==> config.mk <==
export PLATFORM = sky130hd
export DESIGN_NAME = regs_wb_queue_flat
export DESIGN_NICKNAME = d
export VERILOG_FILES = /design/src/rtl/regs_wb_queue_if.sv /design/src/rtl/regs_wb_queue.sv /design/src/flat_wrapper.sv
export SDC_FILE = /design/constraint.sdc
export NUM_CORES = 1
export LEC_CHECK = 0
export ABC_CLOCK_PERIOD_IN_PS = 4600
export CAP_MARGIN = 20
export CORE_ASPECT_RATIO = 0.7
export CORE_MARGIN = 3
export CORE_UTILIZATION = 54
export CTS_CLUSTER_SIZE = 20
export DETAILED_ROUTE_END_ITERATION = 12
export HOLD_SLACK_MARGIN = 0.15
export PLACE_DENSITY_LB_ADDON = 0.1
export SETUP_SLACK_MARGIN = 0.1
export SYNTH_ARGS = -nofsm -noshare
export SYNTH_HDL_FRONTEND = slang
export SYNTH_SLANG_ARGS = --single-unit
export TNS_END_PERCENT = 100
==> constraint.sdc <==
create_clock -name clk -period 4.6 [get_ports clk]
set_input_delay 0.92 -clock clk [delete_from_list [all_inputs] [get_ports clk]]
set_output_delay 0.92 -clock clk [all_outputs]
set_load 0.01 [all_outputs]
==> src/rtl/regs_wb_queue_if.sv <==
// Producer/drain/register-file signal bundle for the writeback queue.
// The master side drives producer and drain controls; the slave side is the queue.
interface regs_wb_queue_if #(
    parameter int CW = 3
) ();
    logic          in_valid;
    logic          in_ready;
    logic          in_pair;
    logic [2:0]    in_addr;
    logic [15:0]   in_data;
    logic          drain_en;
    logic          wen;
    logic [2:0]    waddr0;
    logic [7:0]    wdata0;
    logic [2:0]    waddr1;
    logic [7:0]    wdata1;
    logic [7:0]    busy;
    logic          empty;
    logic [CW-1:0] level;

    modport master (
        output in_valid, in_pair, in_addr, in_data, drain_en,
        input  in_ready, wen, waddr0, wdata0, waddr1, wdata1, busy, empty, level
    );

    modport slave (
        input  in_valid, in_pair, in_addr, in_data, drain_en,
        output in_ready, wen, waddr0, wdata0, waddr1, wdata1, busy, empty, level
    );
endinterface

==> src/rtl/regs_wb_queue.sv <==
// In-order writeback queue feeding the 8080 register file dual write port,
// with a per-register pending count so decode can stall on RAW hazards.
module regs_wb_queue #(
    parameter int DEPTH = 4,
    parameter int CW    = 3
) (
    input  logic            clk,
    input  logic            rst_n,
    regs_wb_queue_if.slave  bus
);
    localparam int AW = (DEPTH > 1) ? $clog2(DEPTH) : 1;

    typedef struct packed {
        logic [2:0] a0;
        logic [7:0] d0;
        logic [2:0] a1;
        logic [7:0] d1;
    } ent_t;

    ent_t          mem_q [DEPTH];
    logic [AW-1:0] wr_ptr_q, wr_ptr_d;
    logic [AW-1:0] rd_ptr_q, rd_ptr_d;
    logic [CW-1:0] level_q, level_d;
    logic          wen_q, wen_d;
    ent_t          out_q, out_d;
    logic [CW:0]   pend_q [8];
    logic [CW:0]   pend_d [8];
    logic          push, pop;
    ent_t          in_ent;
    logic [7:0]    busy_w;

    always_comb begin
        in_ent = '0;
        if (bus.in_pair) begin
            in_ent.a0 = {bus.in_addr[2:1], 1'b0};
            in_ent.d0 = bus.in_data[15:8];
            in_ent.a1 = {bus.in_addr[2:1], 1'b1};
            in_ent.d1 = bus.in_data[7:0];
        end else begin
            in_ent.a0 = bus.in_addr;
            in_ent.d0 = bus.in_data[7:0];
            in_ent.a1 = bus.in_addr;
            in_ent.d1 = bus.in_data[7:0];
        end
    end

    always_comb begin
        push     = bus.in_valid && (level_q != CW'(DEPTH));
        pop      = bus.drain_en && (level_q != '0);
        wr_ptr_d = push ? wr_ptr_q + 1'b1 : wr_ptr_q;
        rd_ptr_d = pop ? rd_ptr_q + 1'b1 : rd_ptr_q;
        level_d  = level_q;
        case ({push, pop})
            2'b10:   level_d = level_q + 1'b1;
            2'b01:   level_d = level_q - 1'b1;
            default: level_d = level_q;
        endcase
        wen_d = pop;
        out_d = pop ? mem_q[rd_ptr_q] : out_q;
    end

    // A pair write touching one register counts once; inc and dec on the same edge cancel.
    always_comb begin
        for (int i = 0; i < 8; i++) begin
            pend_d[i] = pend_q[i];
            if (push && (in_ent.a0 == 3'(i) || in_ent.a1 == 3'(i)))
                pend_d[i] = pend_d[i] + (CW+1)'(1);
            if (wen_q && (out_q.a0 == 3'(i) || out_q.a1 == 3'(i)))
                pend_d[i] = pend_d[i] - (CW+1)'(1);
        end
    end

    always_ff @(posedge clk) begin
        if (!rst_n) begin
            wr_ptr_q <= '0;
            rd_ptr_q <= '0;
            level_q  <= '0;
            wen_q    <= 1'b0;
            out_q    <= '0;
            for (int i = 0; i < 8; i++) pend_q[i] <= '0;
        end else begin
            wr_ptr_q <= wr_ptr_d;
            rd_ptr_q <= rd_ptr_d;
            level_q  <= level_d;
            wen_q    <= wen_d;
            out_q    <= out_d;
            for (int i = 0; i < 8; i++) pend_q[i] <= pend_d[i];
        end
    end

    always_ff @(posedge clk) begin
        if (rst_n && push) mem_q[wr_ptr_q] <= in_ent;
    end

    always_comb begin
        busy_w = '0;
        for (int i = 0; i < 8; i++) busy_w[i] = (pend_q[i] != '0);
    end

    assign bus.in_ready = (level_q != CW'(DEPTH));
    assign bus.wen      = wen_q;
    assign bus.waddr0   = out_q.a0;
    assign bus.wdata0   = out_q.d0;
    assign bus.waddr1   = out_q.a1;
    assign bus.wdata1   = out_q.d1;
    assign bus.busy     = busy_w;
    assign bus.empty    = (level_q == '0);
    assign bus.level    = level_q;
endmodule

==> src/flat_wrapper.sv <==
// flat-port wrapper written by rule: the top's interface ports become plain ports
module regs_wb_queue_flat 
#(
    parameter int DEPTH = 4,
    parameter int CW    = 3
)
  (clk, rst_n, bus_in_valid, bus_in_pair, bus_in_addr, bus_in_data, bus_drain_en, bus_in_ready, bus_wen, bus_waddr0, bus_wdata0, bus_waddr1, bus_wdata1, bus_busy, bus_empty, bus_level);
  regs_wb_queue_if #(.CW(CW)) bus_i ();
  input  logic clk;
  input  logic rst_n;
  input wire logic [$bits(bus_i.in_valid)-1:0] bus_in_valid;
  input wire logic [$bits(bus_i.in_pair)-1:0] bus_in_pair;
  input wire logic [$bits(bus_i.in_addr)-1:0] bus_in_addr;
  input wire logic [$bits(bus_i.in_data)-1:0] bus_in_data;
  input wire logic [$bits(bus_i.drain_en)-1:0] bus_drain_en;
  output wire logic [$bits(bus_i.in_ready)-1:0] bus_in_ready;
  output wire logic [$bits(bus_i.wen)-1:0] bus_wen;
  output wire logic [$bits(bus_i.waddr0)-1:0] bus_waddr0;
  output wire logic [$bits(bus_i.wdata0)-1:0] bus_wdata0;
  output wire logic [$bits(bus_i.waddr1)-1:0] bus_waddr1;
  output wire logic [$bits(bus_i.wdata1)-1:0] bus_wdata1;
  output wire logic [$bits(bus_i.busy)-1:0] bus_busy;
  output wire logic [$bits(bus_i.empty)-1:0] bus_empty;
  output wire logic [$bits(bus_i.level)-1:0] bus_level;
  assign bus_i.in_valid = bus_in_valid;
  assign bus_i.in_pair = bus_in_pair;
  assign bus_i.in_addr = bus_in_addr;
  assign bus_i.in_data = bus_in_data;
  assign bus_i.drain_en = bus_drain_en;
  assign bus_in_ready = bus_i.in_ready;
  assign bus_wen = bus_i.wen;
  assign bus_waddr0 = bus_i.waddr0;
  assign bus_wdata0 = bus_i.wdata0;
  assign bus_waddr1 = bus_i.waddr1;
  assign bus_wdata1 = bus_i.wdata1;
  assign bus_busy = bus_i.busy;
  assign bus_empty = bus_i.empty;
  assign bus_level = bus_i.level;
  regs_wb_queue #(.DEPTH(DEPTH), .CW(CW)) u_core (.clk(clk), .rst_n(rst_n), .bus(bus_i));
endmodule
# == Yosys cells after proc, flatten, opt, wreduce, memory -nomap -nowiden ==
# Memory sizes are Yosys's and may differ from the RTL's. A register that Yosys moved wholly into a read port is not among the register bits.
# Cells that the tools add are included.
# totals
ff_bits,8
ram_bits,120
inputBits,24
out_inout_bits,36
elab_cells,146
memories,2
# classes
n_addsub,20
eq_ne,31
mux,30
n_bitwise,8
n_reduce_logical,51
# memory_table
memory,words,word_bits,rd,rd_ports_with_merged_regs,wr,line,source
u_core.mem_q,4,22,1,1,1,regs_wb_queue.sv:20,ent_t mem_q [DEPTH];
u_core.pend_q,8,4,8,0,8,regs_wb_queue.sv:26,logic [CW:0] pend_q [8];
# ops
op,count
4-bit two-way mux,24
3-bit == test (second input constant),16
4-bit by 1-bit adder with 4-bit output (second input constant),8
4-bit nonzero test,8
4-bit by 1-bit subtractor with 4-bit output (second input constant),8
3-bit by 2-bit == test with 1-bit output (second input constant),8
20-bit two-way mux,1
1-bit logical AND,19
1-bit logical OR,16
3-bit zero test,5
3-bit by 1-bit == test with 1-bit output (second input constant),4
1-bit OR,8
3-bit case mux with 2 select lines,1
2-bit by 1-bit adder with 2-bit output (second input constant),2
1-bit two-way mux,4
3-bit by 1-bit adder with 3-bit output (second input constant),1
3-bit != test (second input constant),1
3-bit nonzero test,1
3-bit by 1-bit subtractor with 3-bit output (second input constant),1
2-bit by 1-bit == test with 1-bit output (second input constant),1
2-bit == test (second input constant),1
2-bit nonzero test,1
1-bit zero test,1

# == Longest topological paths before layout ==
# depth
word_depth,8
ltp_mapped,13
depth_no_buf,10

# == Worst setup path after synthesis ==
# Ideal clock, no wire load.
# synth_timing
path_kind,input-to-reg
from,in bus_drain_en
to,"reg u_core.level_q[2], in the netlist u_core.bus.level[2]"
setup_time_ns,0.076
t_arrival_ns,2.606
required_ns,4.524
slack_ns,1.919
path_stages,9
path_buffers,1
cell_sequence,nand2b_1 > inv_1 > clkbuf_1 > ha_1 > inv_1 > fa_1 > xor2_1 > or3_1 > a21boi_0
# synth_via
elab_chain_cells,3
word_cells_on_any_way,5
cone_classes,eq/ne: 2; mux: 1; reduce/logical: 2
# synth_lines
element,line,source
from (decl),flat_wrapper.sv:15,input wire logic [$bits(bus_i.drain_en)-1:0] bus_drain_en;
1-bit logical AND *,regs_wb_queue.sv:49,pop = bus.drain_en && (level_q != '0);
net u_core.pop,regs_wb_queue.sv:28,"logic push, pop;"
2-bit by 1-bit == test with 1-bit output / 2-bit == test (equally long branches),regs_wb_queue.sv:53,"case ({push, pop})"
3-bit case mux with 2 select lines / 2-bit nonzero test (equally long branches),n/a,
to (signal assigned),regs_wb_queue.sv:84,level_q <= level_d;
to (decl),regs_wb_queue.sv:23,"logic [CW-1:0] level_q, level_d;"
# The timed path passes the listed nets; every way through them passes the cells marked *.
# A chain may end at the register's enable or synchronous reset.

# == Final worst setup path ==
# layout_timing
from,"reg u_core.level_q[0], in the netlist u_core.bus.level[0]"
to,out bus_in_ready
# layout_via
elab_chain_cells,1
# layout_lines
element,line,source
3-bit != test,regs_wb_queue.sv:100,assign bus.in_ready = (level_q != CW'(DEPTH));
to (decl),flat_wrapper.sv:16,output wire logic [$bits(bus_i.in_ready)-1:0] bus_in_ready;
# No other way between the ends.

==> impl_metrics.env <==
export IMPL_synth_fa_ha_area_share_pct=5.65
export IMPL_synth_top_area_share_pct=35.4
export IMPL_critPathKind="reg -> out"
export IMPL_syn_nets=618
export IMPL_drt_total_wl_um=14000
export IMPL_synth_area_leaders="edfxtp_1 35%, dfxtp_1 18%, mux4_2 6.6%"
export IMPL_reg2reg_from="u_core.bus.level[0]$_SDFFE_PN0P_"
export IMPL_power_switching_mw=1.13
export IMPL_design_core_area_mm2=0.0120
export IMPL_drtAntennaViolNets=0
export IMPL_worstPathArrival_ns=2.49
export IMPL_antenna_found_initial=0
export IMPL_hold_buffers=0
export IMPL_relSlewSlack_pct=44.2
export IMPL_clk_latency_ns=0.42
export IMPL_synth_top_family_by_area="simple AND/OR/NAND/NOR gates"
export IMPL_timing_setup_tns_ns=0
export IMPL_grt_max_degree=70
export IMPL_ir_drop_v=0.000308
export IMPL_synthDistinctLibCells=56
export IMPL_cts_buffer_depth=2
export IMPL_first_pass_iters=4
export IMPL_io_buffers=59
export IMPL_die_h_um=99.7
export IMPL_power_per_cell_area_mw_per_mm2=471
export IMPL_power_frac_comb_pct=24.7
export IMPL_rr_worst_depth=10
export IMPL_gp_congestion=0.853
export IMPL_min_path_type="reg -> reg"
export IMPL_min_period_ns=3.41
export IMPL_setup_violations=0
export IMPL_final_nets=683
export IMPL_synth_cells=564
export IMPL_drc=0
export IMPL_synth_edf_count=80
export IMPL_cp_max_fo=12
export IMPL_start_kind="register"
export IMPL_grt_util_all_layers_pct=21.0
export IMPL_vias=4451
export IMPL_finClkSkew_ns=0.00646
export IMPL_required_ns=3.68
export IMPL_seqPwrFrac_pct=41.1
export IMPL_hold_slack_ns=0.465
export IMPL_num_rows=33
export IMPL_die_width_um=140
export IMPL_maxCapViolations=0
export IMPL_hpwlAfterDp_um=9250
export IMPL_r2r_slack_ns=1.25
export IMPL_power_mw=3.82
export IMPL_grt_pass1_wl_um=23000
export IMPL_fmax_ghz=0.293
export IMPL_drtIter0Drc=281
export IMPL_synth_compound_area_share_pct=6.87
export IMPL_synth_seq_area_share_pct=53.2
export IMPL_area_delta_synth_final_pct=19.6
export IMPL_final_hold_viol_count=0
export IMPL_syn_avg_cell_area_um2=12.0
export IMPL_p_leak_nw=2.92
export IMPL_cts_tree="done"
export IMPL_cts_sinks=140
export IMPL_viasPerCell=5.57
export IMPL_drv_slew=0
export IMPL_cts_setup_buffers=0
export IMPL_min_to="u_core.bus.wdata1[2]$_SDFFE_PN0P_"
export IMPL_synth_ff_latch_count=140
export IMPL_grt_ovfl_total=0
export IMPL_numCtsBuffers=17
export IMPL_fillers=893
export IMPL_yosys_area_share_simple_pct=16.0
export IMPL_intPower_mw=2.69
export IMPL_drive_gt1_share_pct=13.7
export IMPL_synth_area_mm2=0.00678
export IMPL_min_from="u_core.bus.wdata1[2]$_SDFFE_PN0P_"
export IMPL_dieArea_mm2=0.0140
export IMPL_cts_repair_resized=0
export IMPL_synth_xor_area_share_pct=4.14
export IMPL_io_pins=60
export IMPL_worst_slew_pin_slew_ns=0.833
export IMPL_grt_pass1_vias=4437
export IMPL_synthMuxAreaShare_pct=10.9
export IMPL_endpoint_kind="output port"
export IMPL_yosys_area_top_type="edfxtp_1"
export IMPL_yosysWarnings=0
export IMPL_start_util_pct=56.6
export IMPL_hold_depth=2
export IMPL_rsz0062_at_grt="false"
export IMPL_cts_root_buf="clkbuf_16"
export IMPL_p_sw_share_pct=29.6
export IMPL_synth_main_ff_cell="edfxtp_1"
export IMPL_power_frac_clock_pct=34.3
export IMPL_wl_per_cell_um=17.5
export IMPL_synth_async_reset_ratio_pct=0
export IMPL_antenna_cells=0
export IMPL_outcome="completed"
export IMPL_timing_rr_end="u_core.bus.level[2]$_SDFFE_PN0P_"
export IMPL_h_tree_depth=4
export IMPL_finalCritPeriodShare_pct=74.2
export IMPL_clkTransAtPathRegs_ns=0.06
stage by stage:
stage / setup slack [ns] / instances / cell area (um^2) / util (%)
finish: 1.19 / 799 / 8110 / 67.7
global route: 0.893 / 799 / 8110 / 67.7
CTS: 1.20 / 798 / 8080 / 67.5
detailed placement: 1.08 / 766 / 7520 / 62.8
global placement: 1.23 / 766 / 7520 / 62.8
floorplan: 1.92 / 564 / 6780 / -
sequential cells by signal, summed over array words and instances, names as in the netlist:
register	flops
u_core.mem_q	80
u_core.pend_q	32
u_core.bus.wdata0	8
u_core.bus.wdata1	8
u_core.bus.level	3
u_core.bus.waddr0	2
u_core.bus.waddr1	2
u_core.rd_ptr_q	2
u_core.wr_ptr_q	2
u_core.bus.wen	1
cells in the final DEF (no fill, tap or decap), types with 20 or more instances in the layout:
| master | n |
|---|---|
| a21boi_0 | 23 |
| and2_1 | 22 |
| clkdlybuf4s50_1 | 58 |
| dfxtp_1 | 60 |
| edfxtp_1 | 80 |
| ha_1 | 29 |
| inv_1 | 29 |
| mux2i_1 | 20 |
| mux4_2 | 20 |
| nand2_1 | 61 |
| nor2_1 | 30 |
| nor3_1 | 20 |
| xnor2_1 | 23 |
area by class of cell:
cell class              count  area (um^2)  share of cell area, %
well taps                 157          196                   2.42
clock inverters            15          138                   1.70
clock buffers              17          425                   5.25
flip-flops and latches    140         3600                   44.4
repair buffers             69          681                   8.40
inverters                  30          113                   1.39
multi-input cells         371         2950                   36.4
power by group through the flow:
stage                     clock network (mW)  logic [mW]  registers, mW
after floorplan                            0       0.589           1.58
after CTS                               1.32       0.937           1.58
after global routing                    1.38        1.04           1.59
after global placement                     0       0.906           1.59
final                                   1.31       0.942           1.57
after detailed placement                   0       0.929           1.60
worst max path at each step:
stage                                       endpoint                              from  depth (start not counted)
detailed placement    u_core.pend_q[0][2]$_SDFF_PN0_                       bus_in_pair                         10
global placement      u_core.pend_q[0][2]$_SDFF_PN0_                       bus_in_pair                         10
CTS                                     bus_in_ready  u_core.bus.level[2]$_SDFFE_PN0P_                          3
floorplan           u_core.bus.level[2]$_SDFFE_PN0P_                      bus_drain_en                          9
finish                                  bus_in_ready  u_core.bus.level[0]$_SDFFE_PN0P_                          3
global route        u_core.bus.level[2]$_SDFFE_PN0P_  u_core.bus.level[2]$_SDFFE_PN0P_                         10
metal layers:
layer | global-route usage [%] | up-vias | routed length, um
met5 | 0 | - | 0
met4 | 6.55 | 0 | 104
met3 | 3.99 | 9 | 512
met2 | 32.8 | 81 | 6400
met1 | 30.2 | 2188 | 6970
li1 | - | 2173 | -
critical path: stages (launching register included):
cell and delay (ns):
dfxtp_1 0.36, nor3b_2 0.72, inv_1 0.41, clkdlybuf4s50_1 0.59
Yosys cell counts, types with 7 or more instances:
| library cell | number |
|---|---|
| edfxtp_1 | 80 |
| nand2_1 | 61 |
| dfxtp_1 | 60 |
| nor2_1 | 30 |
| ha_1 | 29 |
| inv_1 | 29 |
| a21boi_0 | 23 |
| xnor2_1 | 23 |
| and2_1 | 22 |
| mux2i_1 | 20 |
| mux4_2 | 20 |
| nor3_1 | 20 |
| clkbuf_1 | 14 |
| o21a_1 | 14 |
| nand3_1 | 13 |
| o21ai_0 | 12 |
| mux2_2 | 8 |
| nor4_1 | 7 |
kinds of logic (layout without fill, tap and decap cells):
| kind of cell | Yosys count | in the layout |
|---|---|---|
| AND/OR/NAND/NOR | 203 | 203 |
| multiplexers | 48 | 48 |
| adder cells (fa/ha/maj) | 30 | 30 |
| XOR/XNOR | 27 | 27 |
| buffers and inverters | 53 | 131 |
| AO/OA/AOI/OAI | 63 | 63 |
| flip-flops | 140 | 140 |
No activity file was read; power rests on OpenSTA's default activity.
